==> src/rtl/mult_pkg.sv <==
// Shared definitions for the multiplier issue/retire stage: default operand
// width, FSM state encoding and a constant-width helper.
package mult_pkg;

  localparam int DEF_OP_W = 4;

  typedef enum logic [2:0] {
    S_IDLE      = 3'd0,
    S_ISSUE     = 3'd1,
    S_WAIT_BUSY = 3'd2,
    S_WAIT_DONE = 3'd3,
    S_HOLD      = 3'd4
  } state_e;

  // Bits needed to index 'value' distinct items (minimum 1).
  function automatic int clog2(input int value);
    int r;
    r = 1;
    for (int i = 1; i < 31; i++) begin
      if ((1 << i) < value) r = i + 1;
    end
    return r;
  endfunction

endpackage

==> src/rtl/sync_fifo.sv <==
// Small single-clock FIFO; wrapping pointers with a separate occupancy count
// driving full/empty. Push into a full FIFO is accepted when a pop frees a slot.
module sync_fifo
  import mult_pkg::*;
#(
  parameter int WIDTH = 2 * DEF_OP_W,
  parameter int DEPTH = 4
) (
  input  logic               clk,
  input  logic               rst_n,
  input  logic               i_push,
  input  logic [WIDTH-1:0]   i_wdata,
  input  logic               i_pop,
  output logic [WIDTH-1:0]   o_rdata,
  output logic               o_full,
  output logic               o_empty,
  output logic [clog2(DEPTH):0] o_count
);

  localparam int PTR_W = clog2(DEPTH);
  localparam int CNT_W = PTR_W + 1;

  logic [WIDTH-1:0] r_mem [DEPTH];
  logic [PTR_W-1:0] r_wr_ptr;
  logic [PTR_W-1:0] r_rd_ptr;
  logic [CNT_W-1:0] r_count;
  logic             w_do_push;
  logic             w_do_pop;

  assign o_empty   = (r_count == '0);
  assign o_full    = (r_count == CNT_W'(DEPTH));
  assign o_count   = r_count;
  assign o_rdata   = r_mem[r_rd_ptr];
  assign w_do_pop  = i_pop && !o_empty;
  assign w_do_push = i_push && (!o_full || w_do_pop);

  always_ff @(posedge clk) begin
    if (w_do_push) r_mem[r_wr_ptr] <= i_wdata;
  end

  always_ff @(posedge clk or negedge rst_n) begin
    if (!rst_n) begin
      r_wr_ptr <= '0;
      r_rd_ptr <= '0;
      r_count  <= '0;
    end else begin
      if (w_do_push) r_wr_ptr <= r_wr_ptr + PTR_W'(1);
      if (w_do_pop)  r_rd_ptr <= r_rd_ptr + PTR_W'(1);
      case ({w_do_push, w_do_pop})
        2'b10:   r_count <= r_count + CNT_W'(1);
        2'b01:   r_count <= r_count - CNT_W'(1);
        default: r_count <= r_count;
      endcase
    end
  end

endmodule

==> src/rtl/mult_issue_ctrl.sv <==
// Issue/retire wrapper around the sequential shift-add multiplier core: queues
// operand pairs, runs one job at a time, holds the product for the consumer.
module mult_issue_ctrl
  import mult_pkg::*;
#(
  parameter int OP_W       = DEF_OP_W,
  parameter int FIFO_DEPTH = 4,
  parameter int TIMEOUT    = 31
) (
  input  logic              clk,
  input  logic              rst,
  input  logic              in_valid,
  output logic              in_ready,
  input  logic [OP_W-1:0]   in_mplier,
  input  logic [OP_W-1:0]   in_mcand,
  output logic              mul_start,
  output logic [OP_W-1:0]   mul_mplier,
  output logic [OP_W-1:0]   mul_mcand,
  input  logic              mul_ready,
  input  logic [2*OP_W-1:0] mul_product,
  output logic              out_valid,
  input  logic              out_ready,
  output logic [2*OP_W-1:0] out_product,
  output logic              out_err,
  output logic              busy
);

  localparam int PROD_W = 2 * OP_W;
  localparam int TMR_W  = clog2(TIMEOUT + 1);
  localparam int CNT_W  = clog2(FIFO_DEPTH) + 1;

  state_e              r_state;
  logic                r_start;
  logic                r_out_valid;
  logic                r_out_err;
  logic [OP_W-1:0]     r_mplier;
  logic [OP_W-1:0]     r_mcand;
  logic [PROD_W-1:0]   r_product;
  logic [TMR_W-1:0]    r_timer;

  logic                w_fifo_full;
  logic                w_fifo_empty;
  logic [CNT_W-1:0]    w_fifo_count;
  logic [PROD_W-1:0]   w_fifo_head;
  logic                w_push;
  logic                w_pop;
  logic                w_can_issue;
  logic                w_timeout;

  assign w_push      = in_valid && !w_fifo_full;
  assign w_can_issue = !w_fifo_empty && mul_ready;
  // A finished result leaving HOLD lets the next job pop in the same cycle.
  assign w_pop       = (r_state == S_IDLE || (r_state == S_HOLD && out_ready)) && w_can_issue;
  assign w_timeout   = (r_timer == TMR_W'(TIMEOUT - 1));

  sync_fifo #(
    .WIDTH (PROD_W),
    .DEPTH (FIFO_DEPTH)
  ) u_op_fifo (
    .clk     (clk),
    .rst_n   (rst),
    .i_push  (w_push),
    .i_wdata ({in_mplier, in_mcand}),
    .i_pop   (w_pop),
    .o_rdata (w_fifo_head),
    .o_full  (w_fifo_full),
    .o_empty (w_fifo_empty),
    .o_count (w_fifo_count)
  );

  always_ff @(posedge clk or negedge rst) begin
    if (!rst) begin
      r_state     <= S_IDLE;
      r_start     <= 1'b0;
      r_out_valid <= 1'b0;
      r_out_err   <= 1'b0;
      r_mplier    <= '0;
      r_mcand     <= '0;
      r_product   <= '0;
      r_timer     <= '0;
    end else begin
      r_start <= 1'b0;
      case (r_state)
        S_IDLE: begin
          if (w_pop) begin
            r_mplier <= w_fifo_head[PROD_W-1:OP_W];
            r_mcand  <= w_fifo_head[OP_W-1:0];
            r_start  <= 1'b1;
            r_state  <= S_ISSUE;
          end
        end
        S_ISSUE: begin
          r_timer <= '0;
          r_state <= S_WAIT_BUSY;
        end
        S_WAIT_BUSY: begin
          if (w_timeout) begin
            r_product   <= '0;
            r_out_err   <= 1'b1;
            r_out_valid <= 1'b1;
            r_state     <= S_HOLD;
          end else begin
            r_timer <= r_timer + TMR_W'(1);
            if (!mul_ready) r_state <= S_WAIT_DONE;
          end
        end
        S_WAIT_DONE: begin
          // A completion seen on the last allowed cycle still counts as a result.
          if (mul_ready) begin
            r_product   <= mul_product;
            r_out_err   <= 1'b0;
            r_out_valid <= 1'b1;
            r_state     <= S_HOLD;
          end else if (w_timeout) begin
            r_product   <= '0;
            r_out_err   <= 1'b1;
            r_out_valid <= 1'b1;
            r_state     <= S_HOLD;
          end else begin
            r_timer <= r_timer + TMR_W'(1);
          end
        end
        S_HOLD: begin
          if (out_ready) begin
            r_out_valid <= 1'b0;
            r_out_err   <= 1'b0;
            if (w_pop) begin
              r_mplier <= w_fifo_head[PROD_W-1:OP_W];
              r_mcand  <= w_fifo_head[OP_W-1:0];
              r_start  <= 1'b1;
              r_state  <= S_ISSUE;
            end else begin
              r_state <= S_IDLE;
            end
          end
        end
        default: r_state <= S_IDLE;
      endcase
    end
  end

  assign in_ready    = !w_fifo_full;
  assign mul_start   = r_start;
  assign mul_mplier  = r_mplier;
  assign mul_mcand   = r_mcand;
  assign out_valid   = r_out_valid;
  assign out_product = r_product;
  assign out_err     = r_out_err;
  assign busy        = (r_state != S_IDLE) || (w_fifo_count != '0);

endmodule

==> config.mk <==
export PLATFORM = sky130hd
export DESIGN_NAME = mult_issue_ctrl
export DESIGN_NICKNAME = d
export VERILOG_FILES = /design/src/rtl/mult_pkg.sv /design/src/rtl/sync_fifo.sv /design/src/rtl/mult_issue_ctrl.sv
export SDC_FILE = /design/constraint.sdc
export NUM_CORES = 1
export LEC_CHECK = 0
export ABC_AREA = 1
export BUFFER_PORTS_ARGS = -buffer_cell sky130_fd_sc_hd__buf_2
export CAP_MARGIN = 5
export CORE_MARGIN = 4
export CORE_UTILIZATION = 55
export CTS_CLUSTER_SIZE = 10
export DETAILED_ROUTE_END_ITERATION = 7
export GPL_ROUTABILITY_DRIVEN = 0
export PLACE_DENSITY = 0.86
export SKIP_LAST_GASP = 1
export SYNTH_ARGS = -nofsm -noshare
export SYNTH_HDL_FRONTEND = slang
export SYNTH_SLANG_ARGS = --single-unit
==> constraint.sdc <==
create_clock -name clk -period 2.7 [get_ports clk]
set_input_delay 0.54 -clock clk [delete_from_list [all_inputs] [get_ports clk]]
set_output_delay 0.54 -clock clk [all_outputs]
set_load 0.005 [all_outputs]
==> results.md <==
- Via density: 4.84
- Gr usage total: 18.2%
- CP peak stage delay: 420 ps
- Worst skew pair latency: about 340 ps
- Number of flops mapped to enable cells by yosys: 32
- Post-layout min period: 2150 ps
- Vias in the first global route: 1965
- Port buffer count: 41
- Yosys cell types: 29
- CP Launch Type: register
- Avg Cell Area, Syn: 10.2 um2
- Critical Path AT: around 2400 ps
- Fillers: about 380
- Seq cells post-synth: 66
- Syn-to-layout area delta: 15.8%
- Slew Viols, Final: 0
- Netlist Area Pre-Place: 2890 um2
- Endpoints failing setup: 0
- Post-Route WL: 5150 um
- Synth area leaders: edfxtp_1 (33%), dfrtp_1 (29%), nand2_1 (10%), nor2_1 (4.8%), o21ai_0 (3.8%)
- Main synth FF type: dfrtp_1
- Synth area leader: edfxtp_1
- Rel. slew slack: 49.8%
- # H-tree levels: 3
- Total CTS buffers: 9
- Clk sinks: 66
- Initial antenna violation count: 0
- Ant diodes: 0
- Post-detail-place hpwl: around 3600 um
- Synth top area share: 33.2%
- Drt pass-1 iters: 4
- Postcts setup bufs: 0
- Cells after Synth: approximately 290
- Initial Utilization: 56.7%
- Worst-Margin Slew: 750 ps
- Die area: 6490 um2
- Final Skew: 5.96 ps
- DR vias: around 2000
- Post-synth ARST share: 51.5%
- VDD IR-drop max: 0.592 mV
- WS Path Type: reg -> reg
- Global route overflow: 0
- Die height: between 80 and 90 um
- Outcome: completed
- Post-route ant nets: 0
- Hold WC Path Type: in -> async
- Ys Warns: 0
- Average routed wire per standard cell: 12.7 um
- Crit. End Element: register
- Post-CTS Hold Buffers: 0
- # DRC: 0
- Final Instance Area: 3350 um2
- Seq/Total Area, Yosys: a little over three fifths
- Rows: 26
- Critical Path RT: 2910 ps
- Initial drt markers: 175
- Final Cycle Share: 79.6%
- # resized after CTS: 0
- Hold_ws: 252 ps
- DP Area: between 3000 and 4000 um2
- Top-count cell post-synth: nand2_1
- Max Cap Viol: 0
- Largest net degree at the start of global routing: 35
- Worst-path maximum fanout: 10
- CTS tree: done
- CTS root buf: clkbuf_8
- Critical Path, Cell by Cell: nor2_1 -> nand4_1 -> inv_2 -> ha_1 -> inv_1 -> fa_1 -> a21oi_1 -> o21ai_0 -> xor2_1
- Fmax: 465 MHz
- Crit path max-delay cell type: dfrtp_1
- Die X: 80.5 um
- Syn nets: roughly 310
- Clk buf depth: 2
- PwrDens: 1080 nW/um2
- Nets@finish: 360
- Setup TNS: 0 ps
- Core area: just over 5000 um2
- IO Pins: 42
- First-pass GRT wire length: 8780 um
- Fraction of layout cells with a size suffix above 1: 22.0%
- Clock slew at reported path FFs: about 70 ps
- Final hold vios: 0
- RSZ-0062 raised after global routing: no
- Post-synth top cells: nand2_1 (79), nor2_1 (37), dfrtp_1 (34)
- Leakage power: 0.00158 uW
-- where the power goes --
part / leakage [uW] / switching (uW) / internal, uW
logic: 0.000768 / 744 / 457
registers: 0.000716 / 223 / 1380
clock network: 0.0000923 / 397 / 430
total: 0.00158 / 1360 / 2270
-- worst paths after layout --
kind / start / end / slack (ps) / depth (start not counted)
setup / recovery: r_state[1] / u_op_fifo.o_count[2] / 550 / 9
hold / removal: rst / out_product[3] / 250 / 1
setup reg to reg: r_state[1] / u_op_fifo.o_count[2] / 550 / 9
hold reg to reg: out_product[3] / out_product[3] / 470 / 2
max in group asynchronous: rst / r_timer[0] / 1960 / 1
min in group clk: mul_product[0] / out_product[0] / 390 / 3
-- worst max-delay path, delay by kind of cell, from the launching register on --
family | cells | cell delay (ps)
xor gates and xnor gates | 1 | 170
DFF | 1 | 420
and+or+nand+nor | 2 | 330
buffers and inverters | 2 | 260
AOI/OAI and AO/OA | 2 | 300
adders and majority gates | 2 | 550
-- registers in the layout, summed over array words and instances, names as in the netlist --
name,count
mul_start,1
r_timer,5
out_valid,1
out_product,8
out_err,1
u_op_fifo.o_count,3
u_op_fifo.r_wr_ptr,2
mul_mplier,4
mul_mcand,4
r_state,3
u_op_fifo.r_rd_ptr,2
u_op_fifo.r_mem,32
-- cell usage in the layout, fill, tap and decap left out, types with 4 or more instances in the layout --
cell type / count
dfrtp_1: 34
ha_1: 7
nor2_1: 37
xor2_1: 4
inv_1: 21
clkbuf_8: 9
inv_2: 5
o21ai_0: 22
buf_2: 41
nand2_1: 79
edfxtp_1: 32
o21ai_1: 10
nand3_1: 6
-- final cells by class --
type / count / area, um2 / area share [%]
flip-flops and latches: 66 / 1810 / 54.1
repair buffers: 42 / 213 / 6.35
clock buffers: 9 / 124 / 3.70
inverters: 27 / 104 / 3.10
clock inverters: 7 / 75.1 / 2.24
well taps: 70 / 87.6 / 2.61
multi-input cells: 185 / 936 / 27.9
-- cell families after synthesis --
kind of cell               count (synthesis)  share of synthesized area [%]
adders and majority gates                  8                           3.72
DFF                                       66                           62.6
and+or+nand+nor                          134                           19.8
xor gates and xnor gates                   6                           1.82
AOI/OAI and AO/OA                         37                           7.05
buffers and inverters                     34                           5.06
-- routing by layer --
layer | track usage, % | share of wire [%]
met5 | 0 | 0
met4 | 8.45 | 1.7
met1 | 23.5 | 46
met3 | 5.83 | 4.9
met2 | 28.1 | 47
-- through the flow --
step | worst slack [ps] | std cells | util [%] | total power [uW]
2_1_floorplan | 706 | 285 | - | 2460
3_3_place_gp | 558 | 390 | 61.7 | 2760
3_5_place_dp | 423 | 390 | 61.7 | 2840
4_1_cts | 536 | 406 | 65.6 | 3670
5_1_grt | 344 | 406 | 65.6 | 3920
6_report | 550 | 406 | 65.6 | 3630
Power figures use the tool's default switching activity.
